===== src/rtl/shift_unit_seq.sv =====
// shift_unit_seq: iterative shift unit for the ALU datapath. One bit is shifted
// per enabled cycle; the result and flags are registered on entry to DONE.
//
// Ports:
//   CLK, RST          clock (rising edge), asynchronous active-low reset
//   A, B, SRC_SEL     operands and operand select (0 = A, 1 = B)
//   SHAMT             shift amount (any value legal, no wrap)
//   ALU_FUNC          000 LSR, 001 LSL, 010 ASR, 011 ROR, 100 ROL, others pass-through
//   EN                advance enable; the unit freezes when low
//   START, IN_READY   request / ready handshake
//   Shift_OUT         result register
//   Shift_Flag        done strobe (high while in DONE)
//   Carry_Flag        last bit shifted out
//   Zero_Flag         Shift_OUT == 0
module shift_unit_seq #(
    parameter int unsigned DATA_WIDTH  = 8,
    parameter int unsigned SHAMT_WIDTH = 3
) (
    input  logic                   CLK,
    input  logic                   RST,
    input  logic [DATA_WIDTH-1:0]  A,
    input  logic [DATA_WIDTH-1:0]  B,
    input  logic                   SRC_SEL,
    input  logic [SHAMT_WIDTH-1:0] SHAMT,
    input  logic [2:0]             ALU_FUNC,
    input  logic                   EN,
    input  logic                   START,
    output logic                   IN_READY,
    output logic [DATA_WIDTH-1:0]  Shift_OUT,
    output logic                   Shift_Flag,
    output logic                   Carry_Flag,
    output logic                   Zero_Flag
);

    localparam logic [2:0] FUNC_LSR = 3'b000;
    localparam logic [2:0] FUNC_LSL = 3'b001;
    localparam logic [2:0] FUNC_ASR = 3'b010;
    localparam logic [2:0] FUNC_ROR = 3'b011;
    localparam logic [2:0] FUNC_ROL = 3'b100;

    typedef enum logic [1:0] {
        ST_IDLE  = 2'd0,
        ST_SHIFT = 2'd1,
        ST_DONE  = 2'd2
    } state_t;

    state_t                 r_state;
    logic [DATA_WIDTH-1:0]  r_work;
    logic [SHAMT_WIDTH-1:0] r_cnt;
    logic [2:0]             r_mode;
    logic [DATA_WIDTH-1:0]  r_shift_out;
    logic                   r_carry_flag;
    logic                   r_zero_flag;

    logic [DATA_WIDTH-1:0]  w_operand;
    logic [DATA_WIDTH-1:0]  w_shifted;
    logic                   w_bit_out;
    logic                   w_bypass;

    assign w_operand = SRC_SEL ? B : A;

    // Zero amount and reserved modes skip SHIFT and return the operand as-is.
    assign w_bypass = (SHAMT == '0) || (ALU_FUNC > FUNC_ROL);

    // One-bit step of the working register for the captured mode.
    always_comb begin
        w_shifted = r_work;
        w_bit_out = 1'b0;
        case (r_mode)
            FUNC_LSR: begin
                w_shifted = {1'b0, r_work[DATA_WIDTH-1:1]};
                w_bit_out = r_work[0];
            end
            FUNC_LSL: begin
                w_shifted = {r_work[DATA_WIDTH-2:0], 1'b0};
                w_bit_out = r_work[DATA_WIDTH-1];
            end
            FUNC_ASR: begin
                w_shifted = {r_work[DATA_WIDTH-1], r_work[DATA_WIDTH-1:1]};
                w_bit_out = r_work[0];
            end
            FUNC_ROR: begin
                w_shifted = {r_work[0], r_work[DATA_WIDTH-1:1]};
                w_bit_out = r_work[0];
            end
            FUNC_ROL: begin
                w_shifted = {r_work[DATA_WIDTH-2:0], r_work[DATA_WIDTH-1]};
                w_bit_out = r_work[DATA_WIDTH-1];
            end
            default: begin
                w_shifted = r_work;
                w_bit_out = 1'b0;
            end
        endcase
    end

    // Control FSM and datapath registers; everything holds while EN is low.
    always_ff @(posedge CLK or negedge RST) begin
        if (!RST) begin
            r_state      <= ST_IDLE;
            r_work       <= '0;
            r_cnt        <= '0;
            r_mode       <= FUNC_LSR;
            r_shift_out  <= '0;
            r_carry_flag <= 1'b0;
            r_zero_flag  <= 1'b0;
        end else if (EN) begin
            case (r_state)
                ST_IDLE, ST_DONE: begin
                    if (START) begin
                        r_work <= w_operand;
                        r_mode <= ALU_FUNC;
                        r_cnt  <= SHAMT;
                        if (w_bypass) begin
                            r_state      <= ST_DONE;
                            r_shift_out  <= w_operand;
                            r_carry_flag <= 1'b0;
                            r_zero_flag  <= (w_operand == '0);
                        end else begin
                            r_state <= ST_SHIFT;
                        end
                    end else begin
                        r_state <= ST_IDLE;
                    end
                end
                ST_SHIFT: begin
                    r_work <= w_shifted;
                    r_cnt  <= r_cnt - SHAMT_WIDTH'(1);
                    // Final step: publish result and flags together.
                    if (r_cnt == SHAMT_WIDTH'(1)) begin
                        r_state      <= ST_DONE;
                        r_shift_out  <= w_shifted;
                        r_carry_flag <= w_bit_out;
                        r_zero_flag  <= (w_shifted == '0);
                    end
                end
                default: begin
                    r_state <= ST_IDLE;
                end
            endcase
        end
    end

    assign IN_READY   = (r_state == ST_IDLE) || (r_state == ST_DONE);
    assign Shift_Flag = (r_state == ST_DONE);
    assign Shift_OUT  = r_shift_out;
    assign Carry_Flag = r_carry_flag;
    assign Zero_Flag  = r_zero_flag;

endmodule


===== config.mk =====
export PLATFORM = sky130hd
export DESIGN_NAME = shift_unit_seq
export DESIGN_NICKNAME = d
export VERILOG_FILES = /design/src/rtl/shift_unit_seq.sv
export SDC_FILE = /design/constraint.sdc
export NUM_CORES = 1
export LEC_CHECK = 0
export CAP_MARGIN = 20
export CORE_ASPECT_RATIO = 1.25
export CORE_MARGIN = 2
export CORE_UTILIZATION = 53
export CTS_BUF_LIST = sky130_fd_sc_hd__clkbuf_4
export CTS_CLUSTER_DIAMETER = 30
export CTS_CLUSTER_SIZE = 40
export DETAILED_ROUTE_END_ITERATION = 10
export MAX_ROUTING_LAYER = met4
export PLACE_DENSITY = 0.84
export REMOVE_ABC_BUFFERS = 1
export SLEW_MARGIN = 15
export SYNTH_ARGS = -nofsm -noshare
export SYNTH_HDL_FRONTEND = slang
export SYNTH_SLANG_ARGS = --single-unit

===== constraint.sdc =====
create_clock -name CLK -period 4 [get_ports CLK]
set_clock_uncertainty 0.2 [all_clocks]
set_input_delay 0.8 -clock CLK [delete_from_list [all_inputs] [get_ports CLK]]
set_output_delay 0.8 -clock CLK [all_outputs]
set_load 0.02 [all_outputs]

# Word level (Yosys, flattened, before mapping)
# Cells that the tools add are included.
# word_totals
reg_bits	26
in_bits	27
# classes
reduce_logical	15
eq_ne	10
addsub	1
mux	23
n_lt_le_gt_ge	1
# op_table
operator	count
2-to-1 mux 8 bit	5
one-hot mux 8 bit (5 select lines)	1
one-hot mux 8 bit (2 select lines)	2
logical NOT 8 bit	2
equality test 3 x 1 -> 1 bit, second input constant	2
equality test 3 x 2 -> 1 bit, second input constant	2
logical NOT 3 bit	2
2-to-1 mux 1 bit	6
2-to-1 mux 2 bit	3
inequality test 2 bit, second input constant	3
one-hot mux 1 bit (2 select lines)	3
one-hot mux 3 bit (2 select lines)	1
AND reduction 3 bit	2
AND reduction 5 bit	1
one-hot mux 2 bit (2 select lines)	1
OR reduction 2 bit	2
equality test 3 bit, second input constant	1
> comparator 3 bit, second input constant	1
2-to-1 mux 3 bit	1
OR reduction 3 bit	1
subtractor 3 x 1 -> 3 bit, second input constant	1
equality test 2 x 1 -> 1 bit, second input constant	1
equality test 2 bit, second input constant	1
logical NOT 2 bit	1
3 further kinds	4

# Longest topological paths before layout
# Gate-level depths: netlist (run 1).
# logic_depth
ltp_word	5
depth_mapped	8

# Worst setup path after synthesis (run 1)
# OpenSTA, ideal clock, no wires.
# synth_path
kind	input port to flip-flop
startpoint	input SRC_SEL
endpoint	register r_shift_out[1] (netlist: Shift_OUT[1])
setup_ps	134
slack_ps	1868
arrival_time_ps	1798
required_ps	3666
path_buffers	1
path_stages	4
cell_sequence	clkbuf_1 -> mux2_2 -> o21ai_0 -> o21ai_0
# synth_between
elab_chain_len	4
# synth_rtl
element	line_no	text
start: declaration	23	input logic SRC_SEL,
2-to-1 mux 8 bit	60	assign w_operand = SRC_SEL ? B : A;
2-to-1 mux 8 bit	114	if (w_bypass) begin
2-to-1 mux 8 bit	110	if (START) begin
one-hot mux 8 bit (2 select lines)	108	case (r_state)
end signal: assignment	116	r_shift_out <= w_operand;
end signal: assignment	132	r_shift_out <= w_shifted;
end: declaration	51	logic [DATA_WIDTH-1:0] r_shift_out;
# No other way between the ends. The select of a mux whose other input is x is not followed.
# A chain may end at the register's enable or synchronous reset.

# Final worst setup path (run 1)
# layout_path
startpoint	input SRC_SEL
endpoint	register r_zero_flag (netlist: Zero_Flag)
# layout_between
elab_chain_len	5
# layout_rtl
element	line_no	text
2-to-1 mux 8 bit	60	
logical NOT 8 bit	118	r_zero_flag <= (w_operand == '0);
2-to-1 mux 1 bit	114	
2-to-1 mux 1 bit	110	
one-hot mux 1 bit (2 select lines)	108	
end signal: assignment	118	
end signal: assignment	134	r_zero_flag <= (w_shifted == '0);
end: declaration	53	logic r_zero_flag;
# No other way between the ends. The select of a mux whose other input is x is not followed.

==> run summary, run 1 <==
- **Area contributors post-synth** dfrtp_1, mux2i_1, o21ai_1
- **total of hold buffers inserted after clock tree synthesis** 0
- **global-route usage over all layers** 26.1%
- **final setup violation count** 0
- **pin count of the biggest net entering global routing** 27
- **biggest area consumer among synthesized cells** dfrtp_1
- **count of max-cap constraint violations** 0
- **Worst-Margin Slew** 0.801 ns
- **startpoint types** input port
- **worst path arrival time** 2.73 ns
- **Post-Syn Area** 1670 µm²
- **sequential area share after synthesis** 38.9%
- **proportion of layout cells with a drive suffix above 1** 10.5%
- **clock sink count** 26
- **count of boundary I/O pins** 39
- **wire length per cell after detailed routing** 16.0 µm
- **die height** 66.8 µm
- **clock tree from TritonCTS** built
- **antenna violations before repair** 0
- **clk buf depth** 2
- **final net count** 250
- **largest delay contributor family on the critical path** buffers and inverters
- **vias per inst** 5.91
- **count of cell types in the netlist** 45
- **cells along the critical path** clkdlybuf4s50_1 -> or4b_2 -> o22ai_1 -> a21oi_1 -> a21oi_1
- **cells resized by post-CTS repair** 0
- **Total Wirelength** 4.09 mm
- **number of antenna cells inserted** 0
- **wire length on met1** 1.65 mm
- **kind of critical path** input port to flip-flop
- **met3 routed WL** 131 µm
- **setup repair bufs after CTS** 0
- **DP Worst Slack** 1.02 ns
- **net switching power** 711 µW
- **wire length of the first global-routing pass** 6.82 mm
- **Crit path top cell by count** a21oi_1
- **count of state elements after synthesis** 26
- **Post-Synthesis Cells** 188
- **setup repair after global routing missed its margin** false
- **clock-pin transition on the worst setup and hold timing paths** 0.14 ns
- **number of I/O port buffers** 38
- **reported leakage power** 0.000852 µW
- **DRC errors left** 0
- **run status** completed
- **placer congestion estimate** 0.906
- **part of the total power dissipated in sequential elements** 36.5%
- **clock buffers created by TritonCTS** 3
- **latest clock arrival within the worst-skew pair** 0.32 ns
- **Peak Freq** 0.373 GHz
- **setup tns final** 0 ns
- **initial core utilization** 56.2%
- **DR vias** 1514
- **CP required** 4.05 ns
- **die width** 54.2 µm
- **area inside the core boundary** 2970 µm²
- **via count of the first global-routing pass** 1538
- **uppermost metal layer occupied by signal nets** met4
- **final-report max-slew violation count** 0
- **final antenna-violating net count** 0
- **Async SR Flop Fraction** 100%
- **TritonRoute pass-1 iters** 4
- **Die Area** 3620 µm²
- **cell type of the slowest stage on the worst timing path** clkdlybuf4s50_1
- **Hold Vio Cnt, Final** 0
- **met2 routed WL** 2.22 mm
- **most numerous cell in the Yosys netlist** dfrtp_1
- **highest cell delay on the worst timing path** 0.83 ns
- **worst IR drop on VDD** 482 µV
- **crit path capture type** flip-flop
- **crit path buf inv count** 1
- **max-slew headroom at the worst pin** 46.6%
- **count of synthesis-stage warnings from yosys** 0
- **combinational cell fraction of total power** 56.2%
- **Internal Power** 840 µW
- **pwr dens** 749 nW/µm²
- **mean post-synth cell area** 8.89 µm²
- **min-delay worst type** flip-flop to flip-flop
- **clock share of power** 7.3%
- **flip-flop cell with the highest count after synthesis** dfrtp_1
- **EDFF count, synth** 0
- **root buffer cell** clkbuf_4
- **Final period util** 67.1%
- **slack of the critical path** 1.32 ns
- **Synth top cells by count** dfrtp_1, nand2_1, o21ai_1
- **Switching Share** 45.8%
- **aggregate global routing overflow** 0
- **minimum clock period** 2.68 ns
- **critical-path maximum fanout** 12
- **Layout area overhead** 23.8%
- **Detailed Route Iter0 Violations** 51
- **Rows** 22
- **Detail Placement HPWL** 3.14 mm
- **Synth top area share** 38.9%
- **H-tree depth** 1
## worst min-delay path, cell delays in order, from the launching register on
cell     delay [ns]
dfrtp_1        0.37
nand2_1        0.05
o21ai_1        0.06
## area by class of cell
class                      instances  area, µm²
clock buffer                       3       22.5
clock inverter                     1       3.75
fill                             255        903
inverter                           5       18.8
multi-input combinational        145        933
sequential                        26        651
tap                               36       45.0
timing repair buffer              40        395
## power groups by stage
stage	Sequential, µW	Combinational [µW]	Clock, µW
final	567	871	113
after global routing	587	957	125
after CTS	565	873	115
after detailed placement	572	869	0
after global placement	556	837	0
after floorplan	582	544	0
## metrics by stage
| step | area, µm² | utilization, % | std cells | power (µW) | hold WS (ns) |
|---|---|---|---|---|---|
| after detailed placement | 2040 | 68.7 | 252 | 1440 | 0.277 |
| after global routing | 2070 | 69.6 | 256 | 1670 | 0.336 |
| after global placement | 2040 | 68.7 | 252 | 1390 | 0.271 |
| after CTS | 2070 | 69.6 | 256 | 1550 | 0.308 |
| after floorplan | 1600 | - | 176 | 1130 | 0.292 |
| final | 2070 | 69.6 | 256 | 1550 | 0.306 |
## logic make-up after synthesis
kind of cell	after synthesis	synth area share [%]
simple gates	64	20.3
compound gates	60	22.2
flops	26	38.9
mux	18	11.4
buf+inv	17	5.24
fa+ha+maj	2	1.50
xor+xnor	1	0.524
## flip-flops by register name, indices dropped and copies added (netlist names)
name	count
Shift_OUT	8
r_work	8
r_cnt	3
r_mode	3
r_state	2
Carry_Flag	1
Zero_Flag	1
## per-layer routing
metal / vias up / GRT usage [%]
met4: 0 / 7.50
li1: 745 / -
met5: - / -
met2: 41 / 45.2
met1: 716 / 31.2
met3: 12 / 2.91
## path summary, 6_finish.rpt
| kind | depth (start not counted) | slack (ns) | from | end |
|---|---|---|---|---|
| min in group asynchronous | 2 | 0.63 | RST | Shift_OUT[0]$_DFFE_PN0P_ |
| worst max-delay path | 5 | 1.32 | SRC_SEL | Zero_Flag$_DFFE_PN0P_ |
| worst min-delay path | 2 | 0.31 | Shift_OUT[2]$_DFFE_PN0P_ | Shift_OUT[2]$_DFFE_PN0P_ |
| worst max register to register | 6 | 1.42 | r_mode[2]$_DFFE_PN0P_ | Zero_Flag$_DFFE_PN0P_ |
| worst min register to register | 2 | 0.31 | Shift_OUT[2]$_DFFE_PN0P_ | Shift_OUT[2]$_DFFE_PN0P_ |
| max in group asynchronous | 2 | 2.72 | RST | r_work[4]$_DFFE_PN0P_ |
## layout by cell type (no fill, tap or decap), drive strengths merged
cell / count
o31ai: 1
o21ai: 28
a21oi: 12
inv: 5
buf: 2
nand2: 20
clkdlybuf4s50: 38
nor4: 2
clkbuf: 3
nor3b: 2
and2b: 1
ha: 2
and3: 1
a22oi: 1
o21a: 4
or4b: 1
mux2: 8
o211ai: 1
nand2b: 3
o21bai: 1
a32o: 1
a221o: 1
nor3: 7
nor2b: 12
mux2i: 10
o31a: 1
a211oi: 1
o221ai: 1
a31oi: 1
a221oi: 5
nor2: 11
nand3: 2
dfrtp: 26
o22ai: 1
xor2: 1
nand4: 1
or4: 1
clkinv: 1
Power figures use the tool's default switching activity.
==> run 2, diff against run 1 <==
CORE_UTILIZATION = 52   (was 53)
PLACE_DENSITY = 0.83   (was 0.84)
clock period = 2.5 ns   (was 4 ns; I/O delays follow)
==> run 2 against run 1 <==
Effect of this change: routed wire length is 4.5% lower; register-to-register slack worse by 1.1 ns; hold slack worse by 0.0051 ns; combinational power is 71% higher; core utilization is 1.7 points lower; final cell count is 3.5% higher; first-iteration DRC count is 14% lower; non-clock buffer count is 8 higher; setup slack worse by 1.0 ns; cell area is 3.0% higher; global-route usage is 1.2 points lower.
==> run summary, run 2 (synthesis gave the netlist of run 1 again) <==
- **cells along the critical path** inv_1 -> nor2_1 -> clkdlybuf4s50_1
- **dpl cells** 261
- **crit path capture type** primary output
- **Worst Hold End** Carry_Flag$_DFFE_PN0P_
- **Hold Vio Cnt, Final** 0
- **most common cell after layout, fill and taps aside** clkdlybuf4s50_1
- **cells on worst reg2reg path** 6
- **min-delay worst type** flip-flop to flip-flop
- **via count of the first global-routing pass** 1548
- **Total Wirelength** 3.90 mm
- **worst flop-to-flop path startpoint** r_mode[2]$_DFFE_PN0P_
- **clk buf depth** 2
- **FILL cells** 250
- **cell type of the slowest stage on the worst timing path** clkdlybuf4s50_1
- **TritonRoute pass-1 iters** 4
- **wire length per cell after detailed routing** 14.7 µm
- **max-slew headroom at the worst pin** 69.2%
- **global-route usage over all layers** 24.9%
- **latest clock arrival within the worst-skew pair** 0.33 ns
- **Layout area overhead** 27.5%
- **DR vias** 1539
- **Hold Startpoint** Carry_Flag$_DFFE_PN0P_
- **Final period util** 89.2%
- **reported leakage power** 0.000889 µW
- **final non-filler cell total** 265
- **cells resized by post-CTS repair** 0
- **aggregate global routing overflow** 0
- **proportion of layout cells with a drive suffix above 1** 13.6%
- **run status** completed
- **final antenna-violating net count** 0
- **vias per inst** 5.81
- **final-report max-slew violation count** 0
- **CP required** 1.80 ns
- **setup tns final** 0 ns
- **pwr dens** 1190 nW/µm²
- **number of I/O port buffers** 38
- **highest cell delay on the worst timing path** 0.61 ns
- **setup repair bufs after CTS** 0
- **Reg2Reg Capture Point** Zero_Flag$_DFFE_PN0P_
- **startpoint types** flip-flop
- **die height** 67.4 µm
- **Detail Placement HPWL** 3.13 mm
- **Detailed Route Iter0 Violations** 44
- **wire length of the first global-routing pass** 6.64 mm
- **setup repair after global routing missed its margin** false
- **area inside the core boundary** 3140 µm²
- **Hold Path Depth** 2
- **count of boundary I/O pins** 39
- **clock buffers created by TritonCTS** 3
- **post-placement cell area** 2100 µm²
- **minimum clock period** 2.23 ns
- **antenna violations before repair** 0
- **Rows** 23
- **clock-pin transition on the worst setup and hold timing paths** 0.13 ns
- **most frequent cells in the layout** clkdlybuf4s50_1, dfrtp_1, nand2_1, o21ai_1, a21oi_1
- **worst IR drop on VDD** 727 µV
- **final setup violation count** 0
- **Worst-Margin Slew** 0.459 ns
- **final net count** 258
- **worst path arrival time** 1.53 ns
- **final core utilization** 67.9%
- **critical-path maximum fanout** 4
- **Worst R2R Setup Slack** 0.28 ns
- **H-tree depth** 1
- **DRC errors left** 0
- **Die Area** 3690 µm²
- **Peak Freq** 0.449 GHz
- **initial core utilization** 53.3%
- **kind of critical path** flip-flop to primary output
- **total of hold buffers inserted after clock tree synthesis** 0
- **clock tree from TritonCTS** built
- **post-route cell area** 2130 µm²
- **count of max-cap constraint violations** 0
- **number of antenna cells inserted** 0
- **die width** 54.7 µm
- **clock sink count** 26
- **smallest hold slack** 0.301 ns
- **root buffer cell** clkbuf_4
- **pin count of the biggest net entering global routing** 27
- **placer congestion estimate** 0.939
-- run 2: changes by cell type in the layout (fill, tap and decap cells not counted) --
cell	change
buf_4	+8
-- run 2: through the flow --
step	power (µW)	setup WS, ns
after floorplan	1800	0.358
after global placement	2270	0.238
after detailed placement	2360	0.144
after CTS	2540	0.275
after global routing	2740	0.150
final	2540	0.271
-- run 2: how the worst max path moves through the flow --
stage | slack [ns] | startpoint | cells after the start | endpoint
final | 0.27 | r_state[1]$_DFFE_PN0P_ | 3 | Shift_Flag
after global routing | 0.15 | r_mode[2]$_DFFE_PN0P_ | 6 | Zero_Flag$_DFFE_PN0P_
after CTS | 0.28 | r_state[1]$_DFFE_PN0P_ | 3 | Shift_Flag
after detailed placement | 0.14 | SRC_SEL | 5 | Zero_Flag$_DFFE_PN0P_
after global placement | 0.24 | SRC_SEL | 5 | Zero_Flag$_DFFE_PN0P_
after floorplan | 0.36 | r_mode[2]$_DFFE_PN0P_ | 6 | Zero_Flag$_DFFE_PN0P_
-- run 2: layout make-up --
type,count,area (µm²),area share [%]
clock buffer,3,22.5,1.06
clock inverter,1,3.75,0.176
inverter,5,18.8,0.881
multi-input combinational,145,933,43.8
sequential,26,651,30.5
tap,37,46.3,2.17
timing repair buffer,48,455,21.4
-- run 2: critical path: cells and delay by family, from the launching register on --
| kind | cells | cell delay (ns) |
|---|---|---|
| and+or+nand+nor | 1 | 0.10 |
| buffers and inverters | 2 | 0.68 |
| DFF | 1 | 0.43 |
-- run 2: per-layer routing --
| metal | track usage [%] | part of all wire (%) | vias to the layer above |
|---|---|---|---|
| li1 | - | - | 759 |
| met2 | 43.0 | 53 | 47 |
| met1 | 29.3 | 41 | 726 |
| met3 | 3.10 | 4.5 | 7 |
| met5 | - | 0 | - |
| met4 | 8.13 | 1.7 | 0 |
-- run 2: report_power, final --
group,internal (µW),switching (µW)
Clock,58.8,128
Sequential,612,249
Combinational,721,772
